--- config.mk ---
export PLATFORM = sky130hd
export DESIGN_NAME = mcs48_sys_if
export DESIGN_NICKNAME = d
export VERILOG_FILES = /design/src/rtl/mcs48_sys_if.sv
export SDC_FILE = /design/constraint.sdc
export NUM_CORES = 1
export LEC_CHECK = 0
export BUFFER_PORTS_ARGS = -buffer_cell sky130_fd_sc_hd__buf_4
export CORE_UTILIZATION = 53
export CTS_CLUSTER_DIAMETER = 40
export CTS_CLUSTER_SIZE = 28
export DETAILED_ROUTE_END_ITERATION = 8
export PLACE_DENSITY = 0.71
export SLEW_MARGIN = 20
export SYNTH_ARGS = -nofsm -noshare
export SYNTH_HDL_FRONTEND = slang
export SYNTH_SLANG_ARGS = --single-unit
--- constraint.sdc ---
create_clock -name I_CLK -period 2.9 [get_ports I_CLK]
set_input_delay 0.58 -clock I_CLK [delete_from_list [all_inputs] [get_ports I_CLK]]
set_output_delay 0.58 -clock I_CLK [all_outputs]
set_load 0.01 [all_outputs]
--- src/rtl/mcs48_sys_if.sv ---
// mcs48_sys_if
// System interface for an MCS-48 class sound CPU core.
//   - internal data RAM (2^DMEM_AW bytes, registered write-first read)
//   - ALE/PSENn demux of the multiplexed bus into external program ROM fetches
//   - NUM_CMD-channel command mailbox from the main CPU, with active-low interrupt
//   - MOVX-write latch feeding the audio DAC
//
// Ports
//   I_CLK, I_RST                 clock, synchronous active-high reset
//   I_ALE, I_PSENn, I_RDn, I_WRn core bus strobes (sampled, edge-detected)
//   I_DB_CPU / O_DB_CPU          core data bus out / registered data back to core
//   I_P2                         core port 2, [3:0] = high program address
//   O_ROM_A, O_ROM_RD, I_ROM_D   program ROM address, one-cycle read request, data
//   I_DMEM_A/WE/D, O_DMEM_D      core internal data RAM port
//   I_CMD_WE/SEL/D               main CPU mailbox write
//   O_CMD_PEND, O_INTn           per-channel pending flags, interrupt to core
//   O_DAC, O_DAC_STB             DAC latch and its one-cycle update strobe
module mcs48_sys_if #(
    parameter int DMEM_AW = 6,
    parameter int PMEM_AW = 12,
    parameter int NUM_CMD = 2,
    parameter int ROM_LAT = 1,
    localparam int CSW = (NUM_CMD > 1) ? $clog2(NUM_CMD) : 1
) (
    input  logic               I_CLK,
    input  logic               I_RST,
    input  logic               I_ALE,
    input  logic               I_PSENn,
    input  logic               I_RDn,
    input  logic               I_WRn,
    input  logic [7:0]         I_DB_CPU,
    output logic [7:0]         O_DB_CPU,
    input  logic [7:0]         I_P2,
    output logic [PMEM_AW-1:0] O_ROM_A,
    output logic               O_ROM_RD,
    input  logic [7:0]         I_ROM_D,
    input  logic [7:0]         I_DMEM_A,
    input  logic               I_DMEM_WE,
    input  logic [7:0]         I_DMEM_D,
    output logic [7:0]         O_DMEM_D,
    input  logic               I_CMD_WE,
    input  logic [CSW-1:0]     I_CMD_SEL,
    input  logic [7:0]         I_CMD_D,
    output logic [NUM_CMD-1:0] O_CMD_PEND,
    output logic               O_INTn,
    output logic [7:0]         O_DAC,
    output logic               O_DAC_STB
);

    logic                     ale_q, psen_q, rdn_q, wrn_q;
    logic                     edge_mask_q;
    logic [7:0]               addr_lo_q;
    logic [1:0]               lat_cnt_q;
    logic [7:0]               rom_q;
    logic [7:0]               rd_q, rd_d;
    logic [7:0]               wr_smp_q;
    logic [NUM_CMD-1:0]       pend_q, pend_d;
    logic [NUM_CMD-1:0][7:0]  cmd_q, cmd_d;
    logic [PMEM_AW-1:0]       rom_a_q;
    logic                     rom_rd_q;
    logic [7:0]               db_q;
    logic                     intn_q;
    logic [7:0]               dac_q;
    logic                     dac_stb_q;
    logic [7:0]               dmem_q;
    logic [7:0]               mem [2**DMEM_AW];

    logic                     ale_fall, psen_fall, rd_fall, wr_rise;
    logic [11:0]              fetch_a;
    logic [6:0]               rd_idx;
    logic                     unused_bits;

    // edge_mask_q blanks strobe falling edges for the first cycle after reset,
    // so a strobe held low through reset does not start a fetch or a read.
    assign ale_fall  = ale_q & ~I_ALE;
    assign psen_fall = psen_q & ~I_PSENn & ~edge_mask_q;
    assign rd_fall   = rdn_q & ~I_RDn & ~edge_mask_q;
    assign wr_rise   = ~wrn_q & I_WRn;
    assign fetch_a   = {I_P2[3:0], addr_lo_q};
    // Whole low 7 bits must name a channel; unmapped mailbox addresses read FF.
    assign rd_idx    = addr_lo_q[6:0];
    assign unused_bits = ^{I_P2[7:4], I_DMEM_A, fetch_a};

    // Mailbox: a same-cycle command write beats the read-clear of its channel,
    // while the read still returns the byte held before that write.
    always_comb begin
        pend_d = pend_q;
        cmd_d  = cmd_q;
        rd_d   = rd_q;
        if (rd_fall) begin
            if (addr_lo_q[7]) begin
                rd_d = 8'h00;
                rd_d[NUM_CMD-1:0] = pend_q;
            end else begin
                rd_d = 8'hFF;
                for (int c = 0; c < NUM_CMD; c++) begin
                    if (rd_idx == 7'(c)) begin
                        rd_d      = cmd_q[c];
                        pend_d[c] = 1'b0;
                    end
                end
            end
        end
        if (I_CMD_WE) begin
            for (int c = 0; c < NUM_CMD; c++) begin
                if (I_CMD_SEL == CSW'(c)) begin
                    cmd_d[c]  = I_CMD_D;
                    pend_d[c] = 1'b1;
                end
            end
        end
    end

    always_ff @(posedge I_CLK) begin
        if (!I_RST && I_DMEM_WE) begin
            mem[I_DMEM_A[DMEM_AW-1:0]] <= I_DMEM_D;
        end
    end

    always_ff @(posedge I_CLK) begin
        if (I_RST) begin
            ale_q       <= 1'b0;
            psen_q      <= 1'b1;
            rdn_q       <= 1'b1;
            wrn_q       <= 1'b1;
            edge_mask_q <= 1'b1;
            addr_lo_q   <= 8'h00;
            lat_cnt_q   <= 2'd0;
            rom_q       <= 8'h00;
            rd_q        <= 8'hFF;
            wr_smp_q    <= 8'h00;
            pend_q      <= '0;
            cmd_q       <= '0;
            rom_a_q     <= '0;
            rom_rd_q    <= 1'b0;
            db_q        <= 8'hFF;
            intn_q      <= 1'b1;
            dac_q       <= 8'h00;
            dac_stb_q   <= 1'b0;
            dmem_q      <= 8'h00;
        end else begin
            ale_q       <= I_ALE;
            psen_q      <= I_PSENn;
            rdn_q       <= I_RDn;
            wrn_q       <= I_WRn;
            edge_mask_q <= 1'b0;

            if (ale_fall) begin
                addr_lo_q <= I_DB_CPU;
            end

            // Latency down-counter: loaded at the request, ROM data is taken
            // when it reaches 1, i.e. ROM_LAT cycles after the O_ROM_RD cycle.
            rom_rd_q <= psen_fall;
            if (psen_fall) begin
                rom_a_q   <= fetch_a[PMEM_AW-1:0];
                lat_cnt_q <= 2'(ROM_LAT + 1);
            end else if (lat_cnt_q != 2'd0) begin
                lat_cnt_q <= lat_cnt_q - 2'd1;
            end
            if (lat_cnt_q == 2'd1) begin
                rom_q <= I_ROM_D;
            end

            rd_q   <= rd_d;
            pend_q <= pend_d;
            cmd_q  <= cmd_d;
            intn_q <= ~(|pend_q);

            if (!I_WRn) begin
                wr_smp_q <= I_DB_CPU;
            end
            dac_stb_q <= wr_rise;
            if (wr_rise) begin
                dac_q <= wr_smp_q;
            end

            if (!I_PSENn) begin
                db_q <= rom_q;
            end else if (!I_RDn) begin
                db_q <= rd_q;
            end else begin
                db_q <= 8'hFF;
            end

            dmem_q <= I_DMEM_WE ? I_DMEM_D : mem[I_DMEM_A[DMEM_AW-1:0]];
        end
    end

    assign O_DB_CPU   = db_q;
    assign O_ROM_A    = rom_a_q;
    assign O_ROM_RD   = rom_rd_q;
    assign O_DMEM_D   = dmem_q;
    assign O_CMD_PEND = pend_q;
    assign O_INTn     = intn_q;
    assign O_DAC      = dac_q;
    assign O_DAC_STB  = dac_stb_q;

endmodule
==> results.ini <==
[pwr]
seqPwrFrac_pct=46.8
sw_frac_of_total_pct=22.2
internal_power_mw=16.0
p_clk_share_pct=47.4
powerDensity_nw_per_um2=721
p_comb_share_pct=5.8
p_leak_nw=9.88
p_switching_mw=4.55
power_mw=20.5
peakVddDrop_v=0.000581

[synth]
netlist_instances=1497
synth_flop_cell=edfxtp_1
synth-edff-count=512
synthSimpleGateAreaFrac_pct=5.75
ys_warn_count=0
syn_area_per_cell_sq_um=15.7
synth_xor_area_share_pct=0
ys_ff_latch=608
synth-compound-area-share_pct=9.95
synth.mux.area_fraction_pct=8.18
ys_seq_area_share_pct=73.5
synth_area_sq_um=23500
synth_top_family_by_area=compound AO/OA/AOI/OAI gates
async_reset_ff_share_pct=0
synth-adder-area-share_pct=0
syn-num-nets=1554
netlist-cell-type-count=67

[grt]
antenna_found_initial=0
grtUsageTotal_pct=28.3
grt_max_degree=77
grt-ovfl-total=0
grt_pass1_wl_microns=92400
grt_pass1_vias=14400

[placement]
place_area_sq_um=25800
portBuffers=91
dp_slack_ps=13.0
place_congestion=0.930
dp_cells=2239
hpwl_microns=39300

[cts]
cts_tree=yes
cts_buffer_depth=3
hold_buffers=0
cts_sinks=608
insertion_delay_ps=600
root_buffer=clkbuf_16
cts-resized-gates=0
htree_levels=3
postCtsSetupRepairBufs=0
cts_made_buffers=73
path_clk_slew_ps=70

[floorplanning]
die-area_sq_um=45200
start_util_pct=54.2
pin_count=98
rows=76
fp.dieH_microns=213
core-area_sq_um=43500
die_w_microns=213

[worst_setup_path]
crit_type=input pin to register
cp_max_fo=22
start_kind=input pin
required_ps=3360
worstPathArrival_ps=2780
end_kind=register

[sta]
maxSlewViolCount=0
setup_violations=0
holdWs_ps=192
rsz0062_at_grt=no
min_period_ps=2320
tns_ps=0
slew_headroom_pct=38.8
finClkSkew_ps=20.5
hold_viol_final=0
period_share_pct=79.9
setup_slack_ps=584
worstMarginPinSlew_ps=916
fmax_mhz=432

[routing]
drc=0
firstDrtPassIters=6
antenna_left=0
vias=14800
vias_per_cell=6.24
wl_per_cell_microns=26.2
drt_iter0_markers=2042
wirelength_microns=62200

[cells_and_area]
largest_reg_flops=512
layout_commonest_cell=edfxtp_1
drive_gt1_share_pct=26.7
fin_util_pct=65.5
layoutNonFillerInstCount=2373
n_antenna_cell=0
design_area_sq_um=28500
final_cell_mix=512 x edfxtp_1, 247 x buf_4, 136 x nor2_1
syn_to_final_growth_pct=21.0
nets=1786

[hold_path]
hold_path_class=input pin to register

[run_status]
outcome=finished, final reports clean

[run]
drv_cap=0

cell families after synthesis:
group,after synthesis
mux,150
simple gates,300
flops,608
compound gates,327
buf+inv,112
power by group through the flow:
stage / Combinational [mW] / Sequential, mW / Clock (mW)
4_1_cts: 1.17 / 9.60 / 9.81
2_1_floorplan: 0.592 / 9.78 / 0
5_1_grt: 1.26 / 9.60 / 10.2
6_report: 1.19 / 9.60 / 9.72
3_3_place_gp: 1.15 / 9.78 / 0
3_5_place_dp: 1.16 / 9.78 / 0
cell usage after synthesis (all sizes together), types with 17 or more instances:
master / count / area [sq um]
mux4: 30 / 676
o21ai: 33 / 165
edfxtp: 512 / 15400
mux2i: 85 / 851
nand2: 72 / 270
a21oi: 73 / 365
dfxtp: 96 / 1920
mux2: 35 / 398
a221oi: 59 / 529
nor2: 139 / 532
buf: 60 / 423
clkbuf: 46 / 173
a22o: 25 / 219
nor2b: 17 / 106
a22oi: 45 / 338
o22ai: 29 / 181
nand3: 18 / 90.1
critical path, cell delays in order:
cell       delay (ps)
buf_4             350
buf_4             300
mux4_2            530
nand2_1           110
a21oi_1           110
a2111oi_0         370
and3_1            310
a311oi_1          100
path summary, 6_finish.rpt:
path | start | endpoint | slack (ps) | depth (start not counted)
max | I_DMEM_A[1] | O_DMEM_D[5] | 580 | 8
max reg2reg | mem[55][5] | O_DMEM_D[5] | 940 | 6
min | I_P2[0] | O_ROM_A[8] | 190 | 2
min reg2reg | lat_cnt_q[0] | lat_cnt_q[0] | 450 | 1
metal layers:
layer	vias to the layer above	part of all wire, %	track usage [%]	wire, microns
met5	-	0	0	0
met4	0	3.0	10.2	1850
met3	142	11	5.59	6650
met2	919	47	44.4	29400
met1	7368	39	39.6	24200
li1	6382	-	-	-
final cells by class:
type,count,area (sq um)
Multi-Input combinational cell,777,5630
Clock inverter,48,628
Clock buffer,86,2000
Fill cell,2932,15000
Inverter,6,22.5
Tap cell,585,732
Sequential cell,608,17300
Timing Repair Buffer,263,2170
(Power assumes the default switching activity.)
